$ cat config.mk
export PLATFORM = sky130hd
export DESIGN_NAME = mem_wb_pipe
export DESIGN_NICKNAME = d
export VERILOG_FILES = /design/src/rtl/mem_wb_pipe.sv
export SDC_FILE = /design/constraint.sdc
export NUM_CORES = 1
export LEC_CHECK = 0
export ABC_AREA = 1
export BUFFER_PORTS_ARGS = -buffer_cell sky130_fd_sc_hd__buf_2
export CORE_MARGIN = 1
export CORE_UTILIZATION = 44
export DETAILED_ROUTE_END_ITERATION = 10
export PLACE_DENSITY = 0.83
export SYNTH_ARGS = -nofsm -noshare
export SYNTH_HDL_FRONTEND = slang
export SYNTH_SLANG_ARGS = --single-unit
$ cat constraint.sdc
create_clock -name clk -period 1.5 [get_ports clk]
set_input_delay 0.075 -clock clk [delete_from_list [all_inputs] [get_ports clk]]
set_output_delay 0.075 -clock clk [all_outputs]
set_load 0.03 [all_outputs]
$ cat src/rtl/mem_wb_pipe.sv
// MEM/WB pipeline register: captures the instruction leaving the memory stage,
// selects its writeback value, and sequences stall/flush, sticky halt, dump pulse and retire count.
module mem_wb_pipe #(
    parameter int DATA_W = 16,
    parameter int REG_W  = 3
) (
    input  logic              clk,
    input  logic              rst,
    input  logic              stall,
    input  logic              flush,
    input  logic              inValid,
    input  logic [DATA_W-1:0] memOut,
    input  logic [DATA_W-1:0] aluOut,
    input  logic [DATA_W-1:0] pcPlus2,
    input  logic [DATA_W-1:0] imm,
    input  logic [1:0]        wbSel,
    input  logic              regWrite,
    input  logic [REG_W-1:0]  writeReg,
    input  logic              halt,
    output logic              wbValid,
    output logic              wbRegWrite,
    output logic [REG_W-1:0]  wbWriteReg,
    output logic [DATA_W-1:0] wbData,
    output logic              wbHalt,
    output logic              createDump,
    output logic [15:0]       retireCount
);

    typedef enum logic [1:0] {
        SEL_ALU = 2'b00,
        SEL_MEM = 2'b01,
        SEL_PC2 = 2'b10,
        SEL_IMM = 2'b11
    } wb_sel_e;

    logic [DATA_W-1:0] wb_mux;

    // NOTE: the default assignment ahead of the case keeps this purely combinational (no latch).
    always_comb begin
        wb_mux = aluOut;
        case (wb_sel_e'(wbSel))
            SEL_ALU: wb_mux = aluOut;
            SEL_MEM: wb_mux = memOut;
            SEL_PC2: wb_mux = pcPlus2;
            SEL_IMM: wb_mux = imm;
            default: wb_mux = aluOut;
        endcase
    end

    // NOTE: sequential state uses non-blocking assignments so every register samples pre-edge values.
    always_ff @(posedge clk) begin
        if (!rst) begin
            wbValid     <= 1'b0;
            wbRegWrite  <= 1'b0;
            wbWriteReg  <= '0;
            wbData      <= '0;
            wbHalt      <= 1'b0;
            createDump  <= 1'b0;
            retireCount <= '0;
        end else if (flush) begin
            // Bubble inserted; halt state and retire count survive a flush.
            wbValid    <= 1'b0;
            wbRegWrite <= 1'b0;
            wbWriteReg <= '0;
            wbData     <= '0;
            createDump <= 1'b0;
        end else if (stall) begin
            createDump <= 1'b0;
        end else if (wbHalt) begin
            // Halted: the entry freezes and no further writes reach the register file.
            wbValid    <= 1'b0;
            wbRegWrite <= 1'b0;
            createDump <= 1'b0;
        end else begin
            wbValid    <= inValid;
            wbRegWrite <= regWrite & inValid;
            wbWriteReg <= writeReg;
            wbData     <= wb_mux;
            createDump <= inValid & halt;
            if (inValid) begin
                retireCount <= retireCount + 16'd1;
                if (halt) wbHalt <= 1'b1;
            end
        end
    end

endmodule

# After elaboration in Yosys (flattened, before gate mapping)

Index checks and enable logic that the tools add are counted.

Bits in registers: 39
Word-level logic and storage cells: 29
Output and inout port bits: 39

Add/sub/neg operators: 1
Bitwise operators: 6
Equal/unequal tests: 3
Reductions and logical operators: 6
Multiplexer cells: 6

Operators with widths:

| kind                                                                   | number |
|---|---|
| 16-bit one-hot mux with 4 select lines                                 | 1 |
| 16-bit by 1-bit adder with 16-bit output (second input constant)       | 1 |
| 1-bit two-way mux                                                      | 5 |
| 2-bit equality test (second input constant)                            | 2 |
| 1-bit inverter                                                         | 4 |
| 2-bit AND reduction                                                    | 2 |
| 4-bit AND reduction                                                    | 1 |
| 4-bit OR reduction                                                     | 1 |
| 1-bit bitwise AND                                                      | 2 |
| 2-bit by 1-bit equality test with 1-bit output (second input constant) | 1 |
| 2-bit zero test                                                        | 1 |
| 2-bit OR reduction                                                     | 1 |

# Longest topological paths before layout

Gate-level depths: netlist of run 1.

Depth after elaboration: 3
Gate-level depth with buffers: 8
Depth with buffers taken out: 8

# Least setup slack after synthesis of run 1

OpenSTA, ideal clock, no wires.

Kind: register -> register
Start: register retireCount[0]
End: register retireCount[12]
Slack: -0.029 ns
Data required time: 1.386 ns
Library setup time: 0.114 ns
Period minus slack after synthesis: 1.529 ns
Buffers on the path: 0
Cell stages (with the launch flop): 9
Arrival: 1.415 ns
Cells stage by stage: dfxtp_1 -> ha_1 -> nand3_1 -> nor2_2 -> nand3_4 -> nor2_2 -> nand2_1 -> nand2_1 -> nor2_1

Cells in the longest elaborated chain, start to end: 1

Ends and longest elaborated chain:

| item                                     | line | text |
|---|---|---|
| from (decl)                              | 26   | `output logic [15:0] retireCount` |
| from (signal assigned)                   | 81   | `retireCount <= retireCount + 16'd1;` |
| 16-bit by 1-bit adder with 16-bit output | 81   |  |

Every way passes these cells.
A chain may end at the register's enable or synchronous reset.

# Final worst setup path of run 1

Ends and elaborated chain as after synthesis.

==> results by group, run 1 <==
Timing
  – Worst-margin pin slew: 398 ps
  – Hold Vio Cnt, Final: 0
  – Peak Freq: 735 MHz
  – Hold Slack: ~14 ps
  – Final period util: 0.908
  – Layout Skew: 6.04 ps
  – Final setup fails: 0
  – Worst relative slew slack: 0.734
  – Unrepaired setup endpoints after global routing: false
  – Fin Setup TNS: 0 ps
  – Max Transition Viols Final: 0
  – Tmin final: between 1000 and 1500 ps

Synthesis
  – EDFF count, synth: 0
  – Register bit total from synthesis: 39
  – Syn_area_per_cell: ~7.2 sq um
  – Sequential area share after synthesis: 0.384
  – Synth warn: 0
  – Cell Area, Synth: ~2000 sq um
  – Gate Count Post-Synth: 281
  – Post-synth ARST share: 0
  – Synth unique cells: 31
  – Syn nets: 358
  – Main synth FF type: dfxtp_1

Setup path
  – CP endpoint kind: flop
  – Crit Path Category: reg -> reg
  – Startpoint Class: flop
  – Worst Path Max Fanout: 6
  – Req. time, crit path: 1690 ps
  – Worst EP arrival: 1560 ps

Finish
  – Layout cell share with drive strength beyond 1: 0.388
  – Final instance area: 2740 sq um
  – Ant diodes: 0
  – Post-Route Utilization: 0.624
  – Sequential standard cell area: between 700 and 800 sq um
  – Synth-to-Final Area Change: 34.7%
  – Fin nets: about 470
  – Post-route insts no fill: 449
  – Fill cells: 396
  – Multi-input logic area: ~1100 sq um

Floorplan
  – Initial core utilization: 0.463
  – # rows: 24
  – Die X: 70.0 microns
  – Die height: roughly 70 microns
  – IO Pins: about 120
  – Core area: ~4400 sq um
  – Die area: between 4000 and 5000 sq um

Detailed routing
  – 1st-pass router iterations: 4
  – DR vias: roughly 2300
  – Post-Route WL: around 5800 microns
  – Vias per cell: about 5.2
  – WL/cell: around 13 microns
  – Post-route ant nets: 0
  – Initial drt markers: 103
  – Number of remaining DRC errors: 0

Clocking
  – Post-CTS Setup Bufs: 0
  – Post-CTS Resized: 0
  – Worst-Skew Late Latency: ~290 ps
  – Num CTS Buffers: 5
  – CTS tree: yes
  – CTS H-tree depth: 2
  – Worst-case clock buffer depth: 2
  – CTS root buf: clkbuf_8
  – Total clock sinks: 39
  – Clk slew on worst S/H paths: 70 ps
  – CTS Hold Bufs: 0

Global routing
  – Total gr overflow: 0
  – First-pass GRT wire length: ~9700 microns
  – Antenna violations before repair: 0
  – Largest net degree at the start of global routing: 23
  – Vias in the first global route: 2305
  – All-layer global routing usage: 0.242

Hold path
  – Worst hold path type: in -> reg

Power
  – Pwr/cell area: roughly 820 nW/um^2
  – P_leak: between 1 and 1.5 nW
  – Worst IR Drop VDD: about 0.38 mV

Placed design
  – I/O Buffers: between 100 and 150
  – Inst Count DP: 441
  – DP Area: 2640 sq um
  – DP HPWL: between 4000 and 5000 microns
  – RD Place Congestion: ~0.80

Run
  – # Max-Cap Violations: 0

Status
  – Status: finished, final reports clean
## cell usage after synthesis (3+ instances only)
cell type / instances / area, sq um
a21oi_1: 28 / 140
nor2_4: 4 / 45.0
nor2_2: 4 / 25.0
nand4_1: 4 / 25.0
inv_2: 7 / 26.3
nand2_1: 80 / 300
dfxtp_1: 39 / 781
buf_2: 4 / 20.0
inv_1: 10 / 37.5
nor2_1: 31 / 116
o21ai_0: 20 / 100
a41oi_2: 5 / 81.3
a41oi_1: 9 / 78.8
nand3_1: 10 / 50.1
o21ai_1: 4 / 20.0
nand2_2: 3 / 18.8
## worst max-delay path: stages, from the launching register on
cell and delay [ps]:
dfxtp_2 380, ha_1 230, nand3_1 110, nor2_2 170, nand3_4 130, nor2_2 120, nand2_1 60, nand2_1 50
nor2_1 40
## cell usage in the layout, fill, tap and decap left out
master    count
buf_2       114
nand2_1      80
dfxtp_1      36
nor2_1       31
a21oi_1      28
o21ai_0      20
inv_1        10
nand3_1      10
a41oi_1       9
inv_2         7
clkbuf_8      7
a41oi_2       5
o21ai_1       4
nor2_4        4
nor2_2        4
nand4_1       4
nand2_2       3
buf_4         3
dfxtp_2       3
nand3b_1      2
clkinv_1      2
nor2_8        1
nand3_2       1
o32ai_1       1
nor3_1        1
nor3_2        1
nand3_4       1
and3_1        1
xor2_1        1
o21bai_1      1
ha_1          1
clkbuf_1      1
## routing by layer
metal / GRT usage / routed length, microns / share of wire
met5: 0 / 0 / 0
met4: 0.127 / 230 / 0.040
met2: 0.426 / 2730 / 0.47
met1: 0.274 / 2440 / 0.42
met3: 0.0505 / 385 / 0.067
## worst paths after layout
kind / end / slack, ps / start / cells after the start
setup reg to reg: retireCount[12] / 140 / retireCount[0] / 8
hold / removal: wbWriteReg[0] / 10 / writeReg[0] / 3
hold reg to reg: wbRegWrite / 450 / wbRegWrite / 2
setup / recovery: retireCount[12] / 140 / retireCount[0] / 8
## cell families after synthesis
| group | count (synthesis) | share of synthesized area |
|---|---|---|
| AOI/OAI and AO/OA | 68 | 0.215 |
| adders and majority gates | 1 | 0.00616 |
| DFF | 39 | 0.384 |
| buffers and inverters | 28 | 0.0634 |
| and+or+nand+nor | 144 | 0.327 |
| xor gates and xnor gates | 1 | 0.00431 |
## sequential cells by signal (all words and copies together) (netlist names)
name	flops
wbWriteReg	3
retireCount	16
wbValid	1
createDump	1
wbRegWrite	1
wbHalt	1
wbData	16
## cell type report
| class | count | share of cell area |
|---|---|---|
| inverters | 19 | 0.0261 |
| multi-input cells | 214 | 0.410 |
| clock buffers | 8 | 0.0366 |
| well taps | 52 | 0.0238 |
| flip-flops and latches | 39 | 0.287 |
| repair buffers | 117 | 0.217 |
## report_power, final
| part | switching (mW) | total (mW) | internal [mW] |
|---|---|---|---|
| logic | 0.244 | 0.395 | 0.151 |
| clock network | 0.359 | 0.779 | 0.420 |
| registers | 0.0158 | 1.08 | 1.07 |
| total | 0.619 | 2.26 | 1.64 |
## stage by stage
step | power (mW) | setup slack (ps)
2_1_floorplan | 1.33 | 115
3_3_place_gp | 1.49 | 212
3_5_place_dp | 1.50 | 165
4_1_cts | 2.27 | 151
5_1_grt | 2.35 | 32.6
6_report | 2.26 | 139
No activity file was read; power rests on OpenSTA's default activity.
==> run 2, diff against run 1 <==
Clock period 1.5 ns to 1.4 ns, I/O delays scaled along.
==> results by group, run 2 (synthesis gave the netlist of run 1 again) <==
Detailed routing
  – Post-route ant nets: 0 (unchanged)
  – Vias per cell: 5.22 (about the same)
  – WL/cell: 12.8 microns (-0.78%)
  – Initial drt markers: 142 (+38%)
  – DR vias: 2360 (+0.64%)
  – Post-Route WL: 5770 microns (-0.12%)
  – Number of remaining DRC errors: 0 (unchanged)
  – 1st-pass router iterations: 4 (unchanged)

Timing
  – Final setup fails: 0 (unchanged)
  – Unrepaired setup endpoints after global routing: false
  – Hold Slack: 12.0 ps (-2.01 ps)
  – Max Transition Viols Final: 0 (unchanged)
  – Tmin final: 1300 ps (-60.8 ps)
  – Hold Vio Cnt, Final: 0 (unchanged)
  – Peak Freq: 769 MHz (+4.7%)
  – Final period util: 0.929 (+0.0214)
  – Layout Skew: 7.11 ps (+1.07 ps)
  – Worst-margin pin slew: 410 ps (+11.6 ps)
  – Setup ws final: 99.5 ps (-39.2 ps)
  – Fin Setup TNS: 0 ps (unchanged)
  – Worst relative slew slack: 0.726 (-0.00775)

Finish
  – Layout cell share with drive strength beyond 1: 0.395 (+0.00709)
  – Regs by FF count: retireCount: 16 flops, wbData: 16 flops, wbWriteReg: 3 flops
  – Commonest cells after routing, fill and taps aside: 114 x buf_2, 80 x nand2_1, 36 x dfxtp_1
  – Leading cell type in the layout, fill and taps excluded: buf_2
  – Sequential standard cell area: 787 sq um (+0.32%)
  – Fin nets: 476 (+0.63%)
  – Synth-to-Final Area Change: 36.3%
  – Multi-input logic area: 1150 sq um (+2.5%)
  – Ant diodes: 0 (unchanged)
  – Fill cells: 429 (+8.3%)

Placed design
  – RD Place Congestion: 0.829 (+3.9%)
  – I/O Buffers: 114 (unchanged)
  – Post-Place Worst Slack: 38.5 ps (-127 ps)
  – DP HPWL: 4380 microns (+1.2%)

Floorplan
  – Die area: 4890 sq um (unchanged)
  – Core area: 4380 sq um (unchanged)
  – # rows: 24 (unchanged)
  – Initial core utilization: 0.463 (unchanged)
  – IO Pins: 115 (unchanged)
  – Die X: 70.0 microns (unchanged)
  – Die height: 70.0 microns (unchanged)

Clocking
  – Worst-Skew Late Latency: 280 ps (about the same)
  – Post-CTS Setup Bufs: 0 (unchanged)
  – Num CTS Buffers: 5 (unchanged)
  – CTS H-tree depth: 2 (unchanged)
  – CTS root buf: clkbuf_8
  – CTS tree: yes
  – Clk slew on worst S/H paths: 80 ps (about the same)
  – Post-CTS Resized: 0 (unchanged)
  – Worst-case clock buffer depth: 2 (unchanged)
  – Total clock sinks: 39 (unchanged)
  – CTS Hold Bufs: 0 (unchanged)

Power
  – Worst IR Drop VDD: 0.733 mV (+92%)
  – Net switching power: 0.646 mW (+4.4%)
  – Comb power frac: 0.186 (+0.011)
  – Pwr/cell area: 831 nW/um^2 (+0.83%)
  – Total power: 2.30 mW (+2.1%)
  – P_leak: 1.29 nW (+0.38%)
  – Switching Share: 0.281 (+0.00618)
  – Pint: 1.66 mW (+1.2%)
  – Clock share of power: 0.311 (-0.034)
  – Sequential power share: 0.504 (+0.025)

Global routing
  – All-layer global routing usage: 0.239 (-0.00367)
  – Total gr overflow: 0 (unchanged)
  – Largest net degree at the start of global routing: 19 (-17%)
  – Antenna violations before repair: 0 (unchanged)
  – Met3 Use GR: 0.0534 (+0.00289)
  – First-pass GRT wire length: 9660 microns (-0.21%)
  – Met2 Use GR: 0.412 (-0.0139)
  – Gr busiest metal: met2
  – Vias in the first global route: 2248 (-2.5%)
  – GR Util met1: 0.289 (+0.0154)

Run
  – # Max-Cap Violations: 0 (unchanged)

Setup path
  – Worst EP arrival: 1470 ps (-90 ps)
  – Crit Path Category: reg -> reg
  – CP endpoint kind: flop
  – Worst Path Max Fanout: 6 (unchanged)
  – Startpoint Class: flop
  – Req. time, crit path: 1570 ps (-120 ps)

Hold path
  – Worst hold path type: in -> reg

Status
  – Status: finished, final reports clean
## run 2: final timing paths
path | from | end | slack (ps) | depth (start not counted)
hold / removal | writeReg[0] | wbWriteReg[0] | 10 | 3
setup reg to reg | retireCount[0] | retireCount[10] | 100 | 8
setup / recovery | retireCount[0] | retireCount[10] | 100 | 8
hold reg to reg | wbRegWrite | wbRegWrite | 450 | 2
## run 2: through the flow
stage / util / cells / cell area (sq um)
after CTS: 0.625 / 452 / 2740
after global placement: 0.606 / 444 / 2660
final: 0.632 / 452 / 2770
after floorplan: - / 281 / 2030
after global routing: 0.632 / 452 / 2770
after detailed placement: 0.606 / 444 / 2660
## run 2: area by class of cell
type / instances / share of cell area
flip-flops and latches: 39 / 0.284
well taps: 52 / 0.0235
repair buffers: 120 / 0.222
clock buffers: 7 / 0.0276
multi-input cells: 214 / 0.415
clock inverters: 1 / 0.00181
inverters: 19 / 0.0257
## run 2: layer usage
layer  wire (microns)  vias to the layer above
li1                 -                     1180
met1             2570                     1069
met2             2730                       95
met5                0                        -
met4              127                        0
met3              341                       16
## run 2: worst max-delay path, stage by stage, from the launching register on
cell and delay, ps:
dfxtp_4 390, ha_4 160, nand3_2 90, nor2_4 150
nand3_4 130, nor2_2 130, nand2_1 60, nand2_1 50
nor2_1 30
## run 2: power by group through the flow
| stage | sequential [mW] | clock [mW] | combinational (mW) |
|---|---|---|---|
| floorplan | 1.25 | 0 | 0.176 |
| global placement | 1.18 | 0 | 0.420 |
| detailed placement | 1.18 | 0 | 0.424 |
| CTS | 1.16 | 0.741 | 0.426 |
| global route | 1.16 | 0.778 | 0.469 |
| finish | 1.16 | 0.715 | 0.427 |
==> run 3, diff against run 2 <==
Settings changed: CORE_ASPECT_RATIO from default to 0.75, GPL_TIMING_DRIVEN from default to 0.
==> results by group, run 3 (synthesis gave the netlist of run 1 again) <==
Timing
  – Fin Setup TNS: 0 ps (unchanged)
  – Worst relative slew slack: 0.708 (-0.0181)
  – Layout Skew: 9.53 ps (+2.41 ps)
  – Hold Slack: 10.4 ps (-1.61 ps)
  – Final period util: 0.938 (+0.00866)
  – Max Transition Viols Final: 0 (unchanged)
  – Peak Freq: 762 MHz (-0.92%)
  – Worst-margin pin slew: 438 ps (+28.1 ps)
  – Final setup fails: 0 (unchanged)
  – Hold Vio Cnt, Final: 0 (unchanged)
  – Unrepaired setup endpoints after global routing: false
  – Tmin final: 1310 ps (+12.1 ps)

Detailed routing
  – Post-route ant nets: 0 (unchanged)
  – Vias per cell: 5.10 (-2.3%)
  – 1st-pass router iterations: 4 (unchanged)
  – Post-Route WL: 5900 microns (+2.3%)
  – DR vias: 2366 (+0.25%)
  – WL/cell: 12.7 microns (-0.36%)
  – Number of remaining DRC errors: 0 (unchanged)
  – Initial drt markers: 98 (-31%)

Power
  – Pint: 2.02 mW (+22%)
  – Net switching power: 0.704 mW (+8.9%)
  – P_leak: 1.35 nW (+4.3%)
  – Pwr/cell area: 948 nW/um^2 (+14%)
  – Clock share of power: 0.414 (+0.103)
  – Worst IR Drop VDD: 0.504 mV (-31%)
  – Comb power frac: 0.161 (-0.025)
  – Sequential power share: 0.425 (-0.079)
  – Switching Share: 0.258 (-0.0228)

Setup path
  – Crit Path Category: reg -> reg
  – Worst Path Max Fanout: 5 (-1)
  – Worst EP arrival: 1510 ps (+40 ps)
  – Worst stage delay on the critical path: 390 ps (about the same)
  – Top delay family on crit path: simple AND/OR/NAND/NOR gates
  – Slowest CP cell: dfxtp_4
  – Req. time, crit path: 1590 ps (+20 ps)
  – Crit path buf inv count: 0 (unchanged)
  – CP Cell Sequence: ha_4 -> nand3_2 -> nor2_2 -> nand3_4 -> nor2_2 -> nand2_1 -> nand2_1 -> nor2_1
  – Startpoint Class: flop
  – CP endpoint kind: flop

Finish
  – Layout cell share with drive strength beyond 1: 0.405 (+0.0104)
  – Regs by FF count: retireCount: 16 flops, wbData: 16 flops, wbWriteReg: 3 flops
  – Fin nets: 483 (+1.5%)
  – Leading cell type in the layout, fill and taps excluded: buf_2
  – Commonest cells after routing, fill and taps aside: 118 x buf_2, 80 x nand2_1, 36 x dfxtp_1
  – Ant diodes: 0 (unchanged)
  – Final instance area: 2880 sq um (+3.9%)
  – Fill cells: 432 (+0.70%)
  – Multi-input logic area: 1140 sq um (-0.43%)
  – Sequential standard cell area: 790 sq um (+0.32%)
  – Post-Route Utilization: 0.648 (+0.0162)
  – Synth-to-Final Area Change: 41.6%

Run
  – # Max-Cap Violations: 0 (unchanged)

Floorplan
  – # rows: 21 (-13%)
  – Die area: 4900 sq um (about the same)
  – Core area: 4440 sq um (+1.3%)
  – Die X: 80.5 microns (+15%)
  – Initial core utilization: 0.458 (-0.00588)
  – IO Pins: 115 (unchanged)
  – Die height: 60.9 microns (-13%)

Placed design
  – I/O Buffers: 114 (unchanged)
  – DP Area: 2680 sq um (+0.71%)
  – RD Place Congestion: 0.880 (+6.1%)
  – DP HPWL: 4600 microns (+5.2%)

Clocking
  – Num CTS Buffers: 5 (unchanged)
  – CTS root buf: clkbuf_8
  – Total clock sinks: 39 (unchanged)
  – CTS H-tree depth: 2 (unchanged)
  – Worst-Skew Late Latency: 300 ps (+20 ps)
  – Clk slew on worst S/H paths: 80 ps (about the same)
  – CTS tree: yes
  – Worst-case clock buffer depth: 2 (unchanged)

Global routing
  – Total gr overflow: 0 (unchanged)
  – Vias in the first global route: 2102 (-6.5%)
  – Largest net degree at the start of global routing: 14 (-5)
  – All-layer global routing usage: 0.248 (+0.00918)
  – First-pass GRT wire length: 9140 microns (-5.4%)
  – Antenna violations before repair: 0 (unchanged)

Hold path
  – Worst hold path type: in -> reg

Status
  – Status: finished, final reports clean
## run 3: changes by cell type in the layout (fill, tap and decap cells not counted), sizes merged
cell	before	now
buf	120	123
bufinv	0	2
clkinv	3	1
clkinvlp	0	1
dlygate4sd3	0	2
inv	17	18
## run 3: metrics by stage
stage          instances  power [mW]  setup slack, ps
4_1_cts              462        2.75             44.2
2_1_floorplan        281        1.42             15.0
5_1_grt              464        2.86             8.93
3_5_place_dp         452        1.62             66.2
6_report             464        2.73             87.3
3_3_place_gp         452        1.61             73.5
## run 3: power groups by stage
stage,Sequential [mW],Combinational (mW),Clock [mW]
finish,1.16,0.440,1.13
global placement,1.18,0.424,0
floorplan,1.25,0.176,0
detailed placement,1.19,0.430,0
global route,1.16,0.481,1.21
CTS,1.16,0.435,1.15
## run 3: area by class of cell
type,count,area share
plain buffers,9,0.0204
clock buffers,5,0.0239
clock inverters,3,0.0235
inverters,19,0.0248
multi-input cells,214,0.398
flip-flops and latches,39,0.274
well taps,57,0.0248
repair buffers,118,0.210
## run 3: what timing repair did
action | CTS | global route
endpoints found under the hold margin | 2 | 0
buffers inserted | 0 | 2
gates resized for setup | 0 | 10
hold buffers | 2 | 0
setup endpoints to repair | 0 | 15
## run 3: layer usage
metal | global-route usage | vias to the layer above | share of wire
met5 | 0 | - | 0
met4 | 0.110 | 0 | 0.024
met3 | 0.0632 | 16 | 0.064
met2 | 0.409 | 82 | 0.46
met1 | 0.311 | 1065 | 0.46
li1 | - | 1203 | -
## run 3: path summary, 6_finish.rpt
check | from | end | slack [ps] | depth (start not counted)
setup / recovery | retireCount[1] | retireCount[10] | 90 | 8
hold / removal | writeReg[0] | wbWriteReg[0] | 10 | 3
setup reg to reg | retireCount[1] | retireCount[10] | 90 | 8
hold reg to reg | wbRegWrite | wbRegWrite | 470 | 2
## run 3: worst register-to-register path, cell delays in order, from the launching register on
cell and delay [ps]:
dfxtp_4 390, ha_4 150, nand3_2 70, nor2_2 180, nand3_4 140, nor2_2 130
nand2_1 60, nand2_1 50, nor2_1 40
